## config.mk

```make
export PLATFORM = sky130hd
export DESIGN_NAME = inst_fetch
export DESIGN_NICKNAME = d
export VERILOG_FILES = /design/src/rtl/inst_fetch_pkg.sv /design/src/rtl/inst_fetch_fifo.sv /design/src/rtl/inst_fetch.sv
export SDC_FILE = /design/constraint.sdc
export NUM_CORES = 1
export LEC_CHECK = 0
export BUFFER_PORTS_ARGS = -buffer_cell sky130_fd_sc_hd__buf_4
export CAP_MARGIN = 20
export CORE_ASPECT_RATIO = 0.6
export CORE_MARGIN = 4
export CORE_UTILIZATION = 37
export DETAILED_ROUTE_END_ITERATION = 8
export GPL_ROUTABILITY_DRIVEN = 0
export GPL_TIMING_DRIVEN = 0
export PLACE_DENSITY_LB_ADDON = 0.3
export SKIP_LAST_GASP = 1
export SYNTH_ARGS = -nofsm -noshare
export SYNTH_HDL_FRONTEND = slang
export SYNTH_SLANG_ARGS = --single-unit
```

## constraint.sdc

```tcl
create_clock -name clk -period 4.83 [get_ports clk]
set_input_delay 0.7245 -clock clk [delete_from_list [all_inputs] [get_ports clk]]
set_output_delay 0.7245 -clock clk [all_outputs]
set_load 0.01 [all_outputs]
```

## src/rtl/inst_fetch_pkg.sv

```systemverilog
// Shared types for the fetch front end: address and PC-command types plus the fetch buffer entry.
// The optional same-cycle bypass is selected with INST_FETCH_BYPASS_EN in inst_fetch.sv.
package Parameters;
    localparam int ADDR_W = 32;
    localparam logic [ADDR_W-1:0] InstStartFrom = 32'h0000_0000;
endpackage

package Types;
    import Parameters::*;
    typedef logic [ADDR_W-1:0] addr_t;
endpackage

package PCType;
    typedef enum logic [1:0] {HOLD, INC, INC_OFFSET, LOAD} pc_cmd_t;
endpackage

package FetchType;
    import Types::*;
    localparam int INST_W = 32;
    typedef enum logic [1:0] {IDLE, REQ, WAIT} fetch_state_t;
    typedef logic [INST_W-1:0] inst_t;
    typedef struct packed {
        addr_t pc;
        inst_t inst;
    } fetch_entry_t;
endpackage

```

## src/rtl/inst_fetch_fifo.sv

```systemverilog
// Small register FIFO of {pc, instruction} entries between fetch and decode.
// Flush empties it in one cycle; pushes to a full FIFO and pops from an empty one are ignored.
module fetch_fifo
    import FetchType::*;
#(
    parameter int DEPTH = 2
) (
    input  logic                   clk,
    input  logic                   rst,
    input  logic                   push,
    input  logic                   pop,
    input  logic                   flush,
    input  fetch_entry_t           push_entry,
    output fetch_entry_t           head,
    output logic [$clog2(DEPTH):0] count
);
    localparam int PW = $clog2(DEPTH);
    localparam logic [PW:0] FULL = DEPTH[PW:0];

    fetch_entry_t  mem [DEPTH];
    logic [PW-1:0] rd_ptr_reg;
    logic [PW-1:0] wr_ptr_reg;
    logic [PW:0]   count_reg;
    logic          do_push;
    logic          do_pop;

    assign do_push = push && (count_reg != FULL);
    assign do_pop  = pop && (count_reg != '0);

    always_ff @(posedge clk) begin
        if (do_push && !flush) begin
            mem[wr_ptr_reg] <= push_entry;
        end
    end

    // DEPTH is a power of two, so the pointers wrap naturally.
    always_ff @(posedge clk or posedge rst) begin
        if (rst) begin
            rd_ptr_reg <= '0;
            wr_ptr_reg <= '0;
            count_reg  <= '0;
        end else if (flush) begin
            rd_ptr_reg <= '0;
            wr_ptr_reg <= '0;
            count_reg  <= '0;
        end else begin
            if (do_push) wr_ptr_reg <= wr_ptr_reg + 1'b1;
            if (do_pop)  rd_ptr_reg <= rd_ptr_reg + 1'b1;
            case ({do_push, do_pop})
                2'b10:   count_reg <= count_reg + 1'b1;
                2'b01:   count_reg <= count_reg - 1'b1;
                default: count_reg <= count_reg;
            endcase
        end
    end

    assign head  = mem[rd_ptr_reg];
    assign count = count_reg;
endmodule

```

## src/rtl/inst_fetch.sv

```systemverilog
// Fetch sequencer: one outstanding imem read, PC advance/redirect commands, buffered output to decode.
// Define INST_FETCH_BYPASS_EN to forward a response straight to the output when the buffer is empty.
module inst_fetch
    import Parameters::*, Types::*, PCType::*, FetchType::*;
#(
    parameter int FIFO_DEPTH = 2,
    parameter int INST_W     = 32
) (
    input  logic              clk,
    input  logic              rst,
    input  addr_t             pc,
    output pc_cmd_t           pc_cmd,
    output addr_t             load_pc,
    input  logic              redirect_valid,
    input  addr_t             redirect_pc,
    output logic              imem_req_valid,
    input  logic              imem_req_ready,
    output addr_t             imem_addr,
    input  logic              imem_rsp_valid,
    input  logic [INST_W-1:0] imem_rsp_data,
    output logic              out_valid,
    input  logic              out_ready,
    output logic [INST_W-1:0] out_inst,
    output addr_t             out_pc
);
    localparam int CW = $clog2(FIFO_DEPTH) + 1;
    localparam logic [CW-1:0] FULL = FIFO_DEPTH[CW-1:0];

    fetch_state_t  state_reg;
    logic          drop_reg;
    logic          req_valid_reg;
    addr_t         pending_pc_reg;
    logic          handshake;
    logic          rsp_take;
    logic          bypass;
    logic          push;
    logic          pop;
    logic [CW-1:0] count;
    logic [CW-1:0] count_next;
    fetch_entry_t  push_entry;
    fetch_entry_t  head;

    assign handshake = (state_reg == REQ) && req_valid_reg && imem_req_ready;
    assign rsp_take  = (state_reg == WAIT) && imem_rsp_valid && !redirect_valid;

`ifdef INST_FETCH_BYPASS_EN
    assign bypass = rsp_take && !drop_reg && (count == '0);
`else
    assign bypass = 1'b0;
`endif

    assign push       = rsp_take && !drop_reg && !(bypass && out_ready);
    assign out_valid  = (count != '0) || bypass;
    assign pop        = out_ready && (count != '0);
    assign push_entry = '{pc: pending_pc_reg, inst: imem_rsp_data};
    assign out_inst   = bypass ? imem_rsp_data : head.inst;
    assign out_pc     = bypass ? pending_pc_reg : head.pc;

    assign imem_req_valid = req_valid_reg;
    assign imem_addr      = pc;

    always_comb begin
        count_next = count;
        if (push && !pop)      count_next = count + 1'b1;
        else if (pop && !push) count_next = count - 1'b1;
    end

    // Redirect wins over INC; the handshake in that cycle fetched a stale pc and is dropped later.
    always_comb begin
        pc_cmd  = HOLD;
        load_pc = '0;
        if (!rst && redirect_valid) begin
            pc_cmd  = LOAD;
            load_pc = redirect_pc;
        end else if (handshake) begin
            pc_cmd = INC;
        end
    end

    always_ff @(posedge clk or posedge rst) begin
        if (rst) begin
            state_reg      <= IDLE;
            drop_reg       <= 1'b0;
            req_valid_reg  <= 1'b0;
            pending_pc_reg <= InstStartFrom;
        end else begin
            if (handshake) pending_pc_reg <= pc;
            if (redirect_valid) begin
                // A response landing in the redirect cycle closes the old read, so nothing is left to drop.
                if (((state_reg == WAIT) && !imem_rsp_valid) || handshake) begin
                    drop_reg      <= 1'b1;
                    state_reg     <= WAIT;
                    req_valid_reg <= 1'b0;
                end else begin
                    drop_reg      <= 1'b0;
                    state_reg     <= REQ;
                    req_valid_reg <= 1'b1;
                end
            end else begin
                case (state_reg)
                    IDLE: begin
                        if (count < FULL) begin
                            state_reg     <= REQ;
                            req_valid_reg <= 1'b1;
                        end
                    end
                    REQ: begin
                        if (handshake) begin
                            state_reg     <= WAIT;
                            req_valid_reg <= 1'b0;
                        end
                    end
                    WAIT: begin
                        if (imem_rsp_valid) begin
                            drop_reg <= 1'b0;
                            if (count_next < FULL) begin
                                state_reg     <= REQ;
                                req_valid_reg <= 1'b1;
                            end else begin
                                state_reg     <= IDLE;
                                req_valid_reg <= 1'b0;
                            end
                        end
                    end
                    default: begin
                        state_reg     <= IDLE;
                        req_valid_reg <= 1'b0;
                    end
                endcase
            end
        end
    end

    fetch_fifo #(.DEPTH(FIFO_DEPTH)) u_fifo (
        .clk        (clk),
        .rst        (rst),
        .push       (push),
        .pop        (pop),
        .flush      (redirect_valid),
        .push_entry (push_entry),
        .head       (head),
        .count      (count)
    );
endmodule
```

---- After elaboration in Yosys (flattened, before gate mapping) ----
Memories as Yosys holds them, arrays and structs flattened.
Cells that the tools add are included.
storage, ports and cells
  register bits after elaboration ......... 40
  bits in writable memories ............... 128
  input port bits ......................... 102
  output and inout bits ................... 132
  logic and storage cells ................. 82
  memories kept ........................... 1
memory list
  memory      words  width  rd ports  clocked after Yosys merged registers in  wr ports  RTL line               text
  u_fifo.mem  2      64     1         0                                        1         inst_fetch_fifo.sv:20  fetch_entry_t mem [DEPTH];
cells by class
  add/subtract/negate cells ............... 4
  order comparisons ....................... 2
  eq/ne operators ......................... 8
  mux-type cells .......................... 31
  reductions and logical operators ........ 29
operators with widths
  cell                 count
  $mux 32              1
  $mux 1               18
  $mux 2               9
  $logic_and 1x1->1    13
  $reduce_bool 2->1    5
  $ne 3x3->1 const B   3
  $logic_not 1->1      6
  $pmux 2 s3           1
  $eq 2x1->1 const B   2
  $eq 2x2->1 const B   2
  $lt 2x2->1 const B   2
  $pmux 2 s2           1
  $pmux 1 s3           1
  $reduce_and 3->1     1
  $reduce_bool 3->1    1
  $add 1x1->1 const B  2
  $add 2x1->2 const B  1
  $logic_not 2->1      1
  $ne 2x2->1 const B   1
  $reduce_and 2->1     1
  $sub 2x1->2 const B  1
  $logic_or 1x1->1     1

---- Depth between registers and ports, before layout ----
Gate-level depths: netlist of run 1.
  depth in word-level cells ............... 13
  depth in mapped cells ................... 7
  gate-level depth less buffers ........... 6

---- By module ----
A second synthesis of run 1 with hierarchy kept.
second synthesis, totals
  cell total of the unflattened synthesis .. 404
  area, all modules ....................... 6871.6 um2
by module, submodules not included
  module      times used  cells each  area each (um2)  sequential area each (um2)
  fetch_fifo  1           225         4864.7           3943.8
  inst_fetch  1           179         2006.9           900.9

---- Worst setup path before layout of run 1 ----
OpenSTA, ideal clock, no wires.
  path type ............................... input port to output port
  from .................................... in rst
  to ...................................... out load_pc[22]
  arrival time ............................ 2.524 ns
  data required time ...................... 4.106 ns
  path slack .............................. 1.581 ns
  stages .................................. 3
  buffers on the path ..................... 1
  cells stage by stage .................... inv_1 clkbuf_1 and3_1
between the ends
  cells in the longest elaborated chain, start to end .. 3
RTL lines
  item                              RTL line          text
  start, declared                   inst_fetch.sv:10  input logic rst,
  $logic_not 1->1 (no source line)  n/a
  $logic_and 1x1->1                 inst_fetch.sv:72  if (!rst && redirect_valid) begin
  $mux 32                           inst_fetch.sv:72
  end, declared                     inst_fetch.sv:13  output addr_t load_pc,
Every way passes these cells.

---- Worst setup path after layout of run 1 ----
  from .................................... in rst
  to ...................................... out load_pc[29]
The elaborated chain is that of the path after synthesis.

==> impl_metrics.yaml, run 1 <==
synthesis:
  ys_seq_area_frac: 0.7103
  syn-num-nets: 501
  synth-main-ff-cell: "edfxtp_1"
  synth_compound_area_frac: 0.01137
  async_flop_share: 0.2381
  postSynthRegisterBits: 168
  netlist_instances: 397
  syn_area_mm2: 0.006820
  synth-edff-count: 128
  muxShareOfSynthArea: 0.1647
  ys_warn_count: 0
  synth-simple-area-share: 0.05338
  avgSynthCellArea_um2: 17.18
  synthDistinctLibCells: 34
  synth_top_family_by_area: "multiplexers"
  synthAdderAreaFrac: 0.003669
  yosys.area_share.xor_xnor: 0.004586
finish:
  fin_area_mm2: 0.009525
  antennaDiodeCount: 0
  areaGrowthSynthToFinish_pct: 39.66
  most-common-layout-cells: "267 x buf_4, 128 x edfxtp_1, 96 x mux2_2, 40 x dfrtp_1, 33 x and3_1"
  largest_reg_flops: 128
  drive_gt1_frac: 0.6226
  final_common_cell: "buf_4"
  nets: 756
  stdcell_count: 905
clocking:
  cts.sinks: 168
  cts_root_buffer: "clkbuf_16"
  clock_latency_ns: 0.41
  htree_levels: 4
  cts_setup_buffers: 0
  cts_tree: "built"
  cts.clk_slew.worst_paths_ns: 0.06
  hold_buffers: 0
  numCtsBuffers: 17
  cts_resized: 0
  cts.path.max_buffers: 2
power:
  pwr-share-clk: 0.311
  power_density_mw_per_mm2: 451.2
  combPwrFrac: 0.238
  p_seq_frac: 0.451
  power_uw: 4298
  switching_power_uw: 1164
  netSwitchingFraction: 0.2708
  internal_power_uw: 3134
  ir_worst_vdd_v: 0.0002031
  leakagePower_uw: 0.004017
grt:
  grt_antenna_before_repair: 0
  grt_use_total: 0.1548
  first_global_vias: 4609
  grt-ovfl-total: 0
  grt_pass1_wl_mm: 24.50
  grt_max_degree: 37
timing:
  clock_skew_ns: 0.009417
  relSlewSlack: 0.6256
  drv_slew: 0
  finalCritPeriodShare: 0.5794
  setup_tns_ns: 0
  hold_viol: 0
  finalSetupViolCount: 0
  post-route-min-period_ns: 2.799
  worst_pin_slew_ns: 0.5616
  whs_ns: 0.4652
  fmax_mhz: 357.3
  rsz0062_at_grt: "false"
floorplan:
  rows: 38
  start_util: 0.3775
  ios: 234
  die_w_um: 183.3
  dieArea_mm2: 0.02074
  coreArea_mm2: 0.01807
  fp.dieH_um: 113.2
route:
  wl_met1_mm: 7.057
  routed.top_layer: "met4"
  ant_nets: 0
  firstDrtPassIters: 4
  wl_per_cell_um: 17.91
  drtIter0Drc: 164
  drt-total-wl_mm: 16.21
  drc: 0
  wl_met2_mm: 7.847
  viasPerCell: 4.635
  num_vias: 4195
  wl_met3_mm: 1.218
worst_setup_path:
  cp-start-kind: "input pin"
  rr_startpoint: "u_fifo.count[1]"
  rr_endpoint: "u_fifo.mem[0][13]"
  crit_fanout: 36
  arrival_ns: 2.07
  critPathCaptureType: "primary output"
  crit_required_ns: 4.11
  rr_worst_depth: 4
  reg2reg_setup_slack_ns: 2.68
  crit_type: "in2out"
flow_run:
  max_cap_viol_count: 0
placement:
  hpwlAfterDp_mm: 11.82
  dpl.cell_count: 873
  io_buffers: 233
  post_dp_cell_area_mm2: 0.008936
worst_hold_path:
  holdCritStartpoint: "pending_pc_reg[15]"
  hold_path.class: "reg2reg"
  hold_depth: 0
  min_to: "u_fifo.mem[1][47]"
run_status:
  status: "complete, no violations"
-- cells in the mapped netlist, types with 2 or more instances --
| master | number | area share |
|---|---|---|
| o21bai_1 | 2 | 0.0022 |
| o21ai_0 | 4 | 0.0029 |
| ha_1 | 2 | 0.0037 |
| and3_1 | 33 | 0.030 |
| inv_1 | 6 | 0.0033 |
| nor3_1 | 2 | 0.0015 |
| buf_2 | 10 | 0.0073 |
| nand2_1 | 2 | 0.0011 |
| dfrtp_1 | 40 | 0.15 |
| mux2_2 | 96 | 0.16 |
| edfxtp_1 | 128 | 0.56 |
| and2_1 | 2 | 0.0018 |
| or2b_1 | 2 | 0.0022 |
| mux2_1 | 2 | 0.0033 |
| nand2b_1 | 2 | 0.0018 |
| mux2i_1 | 2 | 0.0029 |
| nor2_1 | 6 | 0.0033 |
| clkbuf_1 | 7 | 0.0039 |
| buf_4 | 34 | 0.037 |
-- worst max path at each step --
stage / start / to / cells past startpoint
2_1_floorplan: rst / load_pc[22] / 3
3_3_place_gp: rst / load_pc[30] / 5
3_5_place_dp: rst / load_pc[29] / 6
4_1_cts: rst / load_pc[29] / 6
5_1_grt: rst / load_pc[29] / 6
6_report: rst / load_pc[29] / 6
-- critical path, stage by stage --
cell and delay, ns:
buf_4 0.12, inv_1 0.13, clkbuf_2 0.43, buf_12 0.28, and3_1 0.24, buf_4 0.14
-- stage by stage --
step	setup slack, ns	util
detailed placement	1.973	0.4946
floorplan	1.581	-
global route	1.875	0.5272
CTS	1.968	0.5272
finish	2.031	0.5272
global placement	0.3725	0.4909
-- power groups by stage --
stage,Sequential (uW),Clock (uW),Combinational (uW)
after floorplan,1930,0,632
after global placement,1950,0,1010
after detailed placement,1970,0,1040
after CTS,1940,1370,1050
after global routing,1960,1440,1110
final,1940,1340,1020
-- cell families after synthesis --
| logic type | count (synthesis) |
|---|---|
| flip-flops | 168 |
| multiplexers | 100 |
| buffers and inverters | 57 |
| AND/OR/NAND/NOR | 56 |
| AO/OA/AOI/OAI | 12 |
| XOR/XNOR | 2 |
| adder cells (fa/ha/maj) | 2 |
-- layout make-up --
| cell class | count | area [um^2] |
|---|---|---|
| timing repair buffer | 236 | 1809 |
| fill | 1538 | 8542 |
| inverter | 6 | 22.52 |
| tap | 240 | 300.3 |
| clock buffer | 17 | 425.4 |
| clock inverter | 15 | 163.9 |
| buffer | 51 | 332.8 |
| sequential | 168 | 4845 |
| multi-input combinational | 172 | 1627 |
-- layer usage --
layer | up-vias | global-route usage
li1 | 1965 | -
met1 | 2059 | 0.1946
met2 | 166 | 0.2604
met3 | 5 | 0.05140
met4 | 0 | 0.03919
met5 | - | 0
Note: power is estimated with default switching activity, not from simulation.
==> run 2: changes to the inputs <==
ABC_AREA = 1   (was not set)
clock period = 2.6 ns   (was 4.83 ns; I/O delays follow)
==> impl_metrics.yaml, run 2 <==
run_status:
  status: "complete, no violations"
finish:
  nets: 801
  drive_gt1_frac: 0.5901
  fin_util: 0.5304
  largest_reg_flops: 128
  final_common_cell: "buf_4"
  areaGrowthSynthToFinish_pct: 39.61
  antennaDiodeCount: 0
  most-common-layout-cells: "265 x buf_4, 128 x edfxtp_1, 68 x mux2_2, 43 x inv_1, 40 x dfrtp_1"
  fillCellCount: 1480
power:
  netSwitchingFraction: 0.2674
  combPwrFrac: 0.239
  pwr-share-clk: 0.305
  switching_power_uw: 2116
  leakagePower_uw: 0.004233
  power_uw: 7911
  internal_power_uw: 5795
  ir_worst_vdd_v: 0.0003574
  p_seq_frac: 0.456
  power_density_mw_per_mm2: 819.1
clocking:
  cts.path.max_buffers: 2
  cts.clk_slew.worst_paths_ns: 0.07
  hold_buffers: 0
  numCtsBuffers: 17
  clock_latency_ns: 0.42
  cts_root_buffer: "clkbuf_16"
  cts_tree: "built"
  cts.sinks: 168
  htree_levels: 4
  cts_resized: 0
  cts_setup_buffers: 0
flow_run:
  max_cap_viol_count: 0
synthesis:
  synth-main-ff-cell: "edfxtp_1"
  synth-edff-count: 128
  syn-num-nets: 544
  synth_commonest_cells: "128 x edfxtp_1, 68 x mux2_2, 44 x inv_1"
  synthDistinctLibCells: 26
  syn_area_mm2: 0.006918
  ys_seq_area_frac: 0.7003
  synth.top_cell.area_share: 0.5556
  avgSynthCellArea_um2: 15.72
  synthTopCellsByArea: "edfxtp_1 56%, dfrtp_1 14%, mux2_2 11%"
  ys_warn_count: 0
  async_flop_share: 0.2381
  netlist_instances: 440
  synthMostInstantiatedCell: "edfxtp_1"
  postSynthRegisterBits: 168
  yosysTopAreaCell: "edfxtp_1"
route:
  drc: 0
  drtIter0Drc: 224
  ant_nets: 0
  firstDrtPassIters: 6
  drt-total-wl_mm: 16.76
  viasPerCell: 4.573
  num_vias: 4344
  wl_per_cell_um: 17.64
timing:
  clock_skew_ns: 0.009096
  fmax_mhz: 413.0
  finalCritPeriodShare: 0.9313
  rsz0062_at_grt: "false"
  finalSetupViolCount: 0
  drv_slew: 0
  relSlewSlack: 0.6425
  worst_pin_slew_ns: 0.5355
  whs_ns: 0.03618
  post-route-min-period_ns: 2.421
  hold_viol: 0
floorplan:
  die_w_um: 184.5
  coreArea_mm2: 0.01821
  start_util: 0.3799
  fp.dieH_um: 113.9
  dieArea_mm2: 0.02102
  ios: 234
  rows: 38
worst_setup_path:
  crit_chain: "buf_2 > buf_2 > mux2_2 > buf_4"
  max_stage_delay_ns: 0.40
  critPathBufInv: 3
  slowest_stage: "mux2_2"
  rr_worst_depth: 6
  reg2reg_setup_slack_ns: 0.61
  crit_type: "reg2out"
  path_depth: 4
  crit_fanout: 10
  critPathCaptureType: "primary output"
  crit_top_cell: "buf_2"
  crit_family: "buffers and inverters"
  cp-start-kind: "flop"
  crit_required_ns: 2.21
  arrival_ns: 2.03
grt:
  grt.busiest_layer: "met2"
  grt_use_total: 0.1604
  gr-usage-met2: 0.2656
  grt-ovfl-total: 0
  grt_pass1_wl_mm: 25.46
  grt_max_degree: 31
  use_met1: 0.1988
  grt_antenna_before_repair: 0
  grtUsageMet3: 0.05641
  first_global_vias: 4701
placement:
  io_buffers: 233
  hpwlAfterDp_mm: 12.39
worst_hold_path:
  hold_path.class: "in2async"
run 2: final timing paths:
| check | from | end |
|---|---|---|
| max | u_fifo.rd_ptr_reg | out_pc[15] |
| min | rst | pending_pc_reg[25] |
| max reg2reg | state_reg[0] | u_fifo.mem[1][43] |
| min reg2reg | pending_pc_reg[31] | u_fifo.mem[0][63] |
| max in group asynchronous | rst | pending_pc_reg[6] |
| min in group clk | imem_rsp_data[31] | u_fifo.mem[1][31] |
run 2: stage by stage:
step	std cells	setup TNS, ns	cell area (um^2)	worst slack (ns)
after floorplan	440	-42.69	6923	-0.3335
after global placement	913	-204.89	8972	-1.606
after detailed placement	918	0	9090	0.5003
after CTS	950	0	9658	0.1305
after global routing	950	0	9658	0.09404
final	950	0	9658	0.1787
run 2: kinds of logic after synthesis:
group | count (synthesis) | synth area share
flops | 168 | 0.7003
mux | 96 | 0.1715
buf+inv | 92 | 0.07198
simple gates | 72 | 0.04449
compound gates | 10 | 0.008138
fa+ha+maj | 2 | 0.003617
run 2: layout make-up:
type,instances,area (um^2),area share
plain buffers,45,321.6,0.03329
clock buffers,18,429.2,0.04444
clock inverters,14,138.9,0.01438
inverters,47,176.4,0.01827
multi-input cells,180,1590,0.1647
flip-flops and latches,168,4845,0.5016
well taps,240,300.3,0.03109
repair buffers,238,1857,0.1923
run 2: metal layers:
metal,part of all wire,routed length [um],vias to the layer above
met2,0.49,8184,171
met5,0,0,-
met1,0.41,6864,2132
li1,-,-,2024
met3,0.086,1445,17
met4,0.016,266,0
run 2: power by group through the flow:
stage,Sequential [uW],Clock [uW],Combinational [uW]
4_1_cts,3600,2480,1910
6_report,3610,2420,1890
5_1_grt,3650,2620,2030
3_3_place_gp,3630,0,1850
2_1_floorplan,3590,0,1210
3_5_place_dp,3660,0,1900
run 2: worst register-to-register path, cell delays in order, from the launching register on:
cell and delay (ns):
dfrtp_1 0.42, inv_2 0.11, nand3_1 0.11, nor2_2 0.19, nand2_2 0.16, nor2_4 0.41, buf_12 0.27
==> run 3: changes to the inputs <==
PLACE_DENSITY = 0.71   (was not set)
PLACE_DENSITY_LB_ADDON = not set   (was 0.3)
==> impl_metrics.yaml, run 3 (same netlist as run 2, synthesis figures left out) <==
floorplan:
  start_util: 0.3799
  dieArea_mm2: 0.02102
  die_w_um: 184.5
  coreArea_mm2: 0.01821
  rows: 38
  fp.dieH_um: 113.9
  ios: 234
worst_hold_path:
  hold_path.class: "in2reg"
  hold_depth: 1
finish:
  fillCellCount: 1506
  nets: 802
  stdcell_count: 952
  fin_util: 0.5329
  most-common-layout-cells: "265 x buf_4, 128 x edfxtp_1, 68 x mux2_2, 43 x inv_1, 40 x dfrtp_1"
  drive_gt1_frac: 0.5907
  areaGrowthSynthToFinish_pct: 40.28
  final_common_cell: "buf_4"
  largest_reg_flops: 128
grt:
  first_global_vias: 4798
  grt-ovfl-total: 0
  grt_pass1_wl_mm: 25.72
  grt_antenna_before_repair: 1
  grt_max_degree: 28
  grt_use_total: 0.1615
placement:
  hpwlAfterDp_mm: 12.73
  io_buffers: 233
  dpl.cell_count: 918
worst_setup_path:
  crit_fanout: 10
  rr_worst_depth: 7
  critPathCaptureType: "primary output"
  crit_required_ns: 2.21
  arrival_ns: 2.03
  crit_type: "in2out"
  cp-start-kind: "input pin"
timing:
  drv_slew: 0
  rsz0062_at_grt: "false"
  setup_tns_ns: 0
  fmax_mhz: 413.8
  hold_viol: 0
  worst_pin_slew_ns: 0.5586
  finalCritPeriodShare: 0.9294
  post-route-min-period_ns: 2.416
  finalSetupViolCount: 0
  relSlewSlack: 0.6267
  clock_skew_ns: 0.01015
route:
  drc: 0
  ant_nets: 0
  firstDrtPassIters: 5
  num_vias: 4376
  wl_per_cell_um: 17.94
  viasPerCell: 4.597
  drtIter0Drc: 257
  drt-total-wl_mm: 17.08
clocking:
  cts_tree: "built"
  htree_levels: 4
  cts_setup_buffers: 0
  cts_root_buffer: "clkbuf_16"
  cts.sinks: 168
  numCtsBuffers: 17
  cts.path.max_buffers: 2
  clock_latency_ns: 0.41
  cts.clk_slew.worst_paths_ns: 0.07
run_status:
  status: "complete, no violations"
power:
  leakagePower_uw: 0.004268
  power_uw: 8059
  ir_worst_vdd_v: 0.0004233
  power_density_mw_per_mm2: 830.5
flow_run:
  max_cap_viol_count: 0
-- run 3: per-stage QoR --
step / cell area [um^2] / worst slack [ns] / hold slack [ns]
6_report: 9704 / 0.1836 / 0.1564
3_5_place_dp: 9082 / 0.1604 / 0.4519
5_1_grt: 9704 / 0.1160 / 0.1253
3_3_place_gp: 8972 / -1.569 / 0.4436
4_1_cts: 9702 / 0.1581 / 0.1321
2_1_floorplan: 6923 / -0.3335 / 0.4366
-- run 3: what timing repair did --
item / in CTS / in global routing
hold buffers: 1 / 0
gates resized for setup: 0 / 0
hold endpoints to repair: 2 / 0
endpoints found under the setup margin: 0 / 0
-- run 3: worst max-delay path: stages --
cell and delay (ns):
dlygate4sd3_1 0.53, buf_4 0.15, nor2_1 0.21, inv_2 0.11, clkbuf_1 0.23, nor2_1 0.24
buf_4 0.17
-- run 3: per-layer routing --
layer	routed length, um	vias to the layer above	share of wire	GRT usage
met1	6581	2126	0.39	0.1932
met4	354	0	0.021	0.04924
met5	0	-	0	0
met3	1682	18	0.098	0.05417
met2	8459	202	0.50	0.2785
li1	-	2030	-	-
-- run 3: final timing paths --
| check | from | endpoint | slack (ns) |
|---|---|---|---|
| worst max-delay path | rst | load_pc[17] | 0.18 |
| worst max register to register | state_reg[0] | u_fifo.mem[0][41] | 0.36 |
| worst min-delay path | imem_rsp_data[20] | u_fifo.mem[1][20] | 0.16 |
| max in group asynchronous | rst | pending_pc_reg[5] | 1.54 |
| min in group asynchronous | rst | pending_pc_reg[15] | 0.56 |
| worst min register to register | pending_pc_reg[12] | u_fifo.mem[1][44] | 0.47 |
-- run 3: layout make-up --
class | count | area, um^2 | area share
Antenna cell | 1 | 2.502 | 0.0002579
Buffer | 45 | 321.6 | 0.03314
Clock buffer | 17 | 425.4 | 0.04384
Clock inverter | 15 | 183.9 | 0.01895
Inverter | 47 | 176.4 | 0.01818
Multi-Input combinational cell | 180 | 1590 | 0.1639
Sequential cell | 168 | 4845 | 0.4992
Tap cell | 240 | 300.3 | 0.03094
Timing Repair Buffer | 239 | 1859 | 0.1916
-- run 3: power by group --
part	total (uW)	internal, uW	switching (uW)
combinational	1890	1070	816
sequential	3620	3380	241
clock	2550	1460	1090
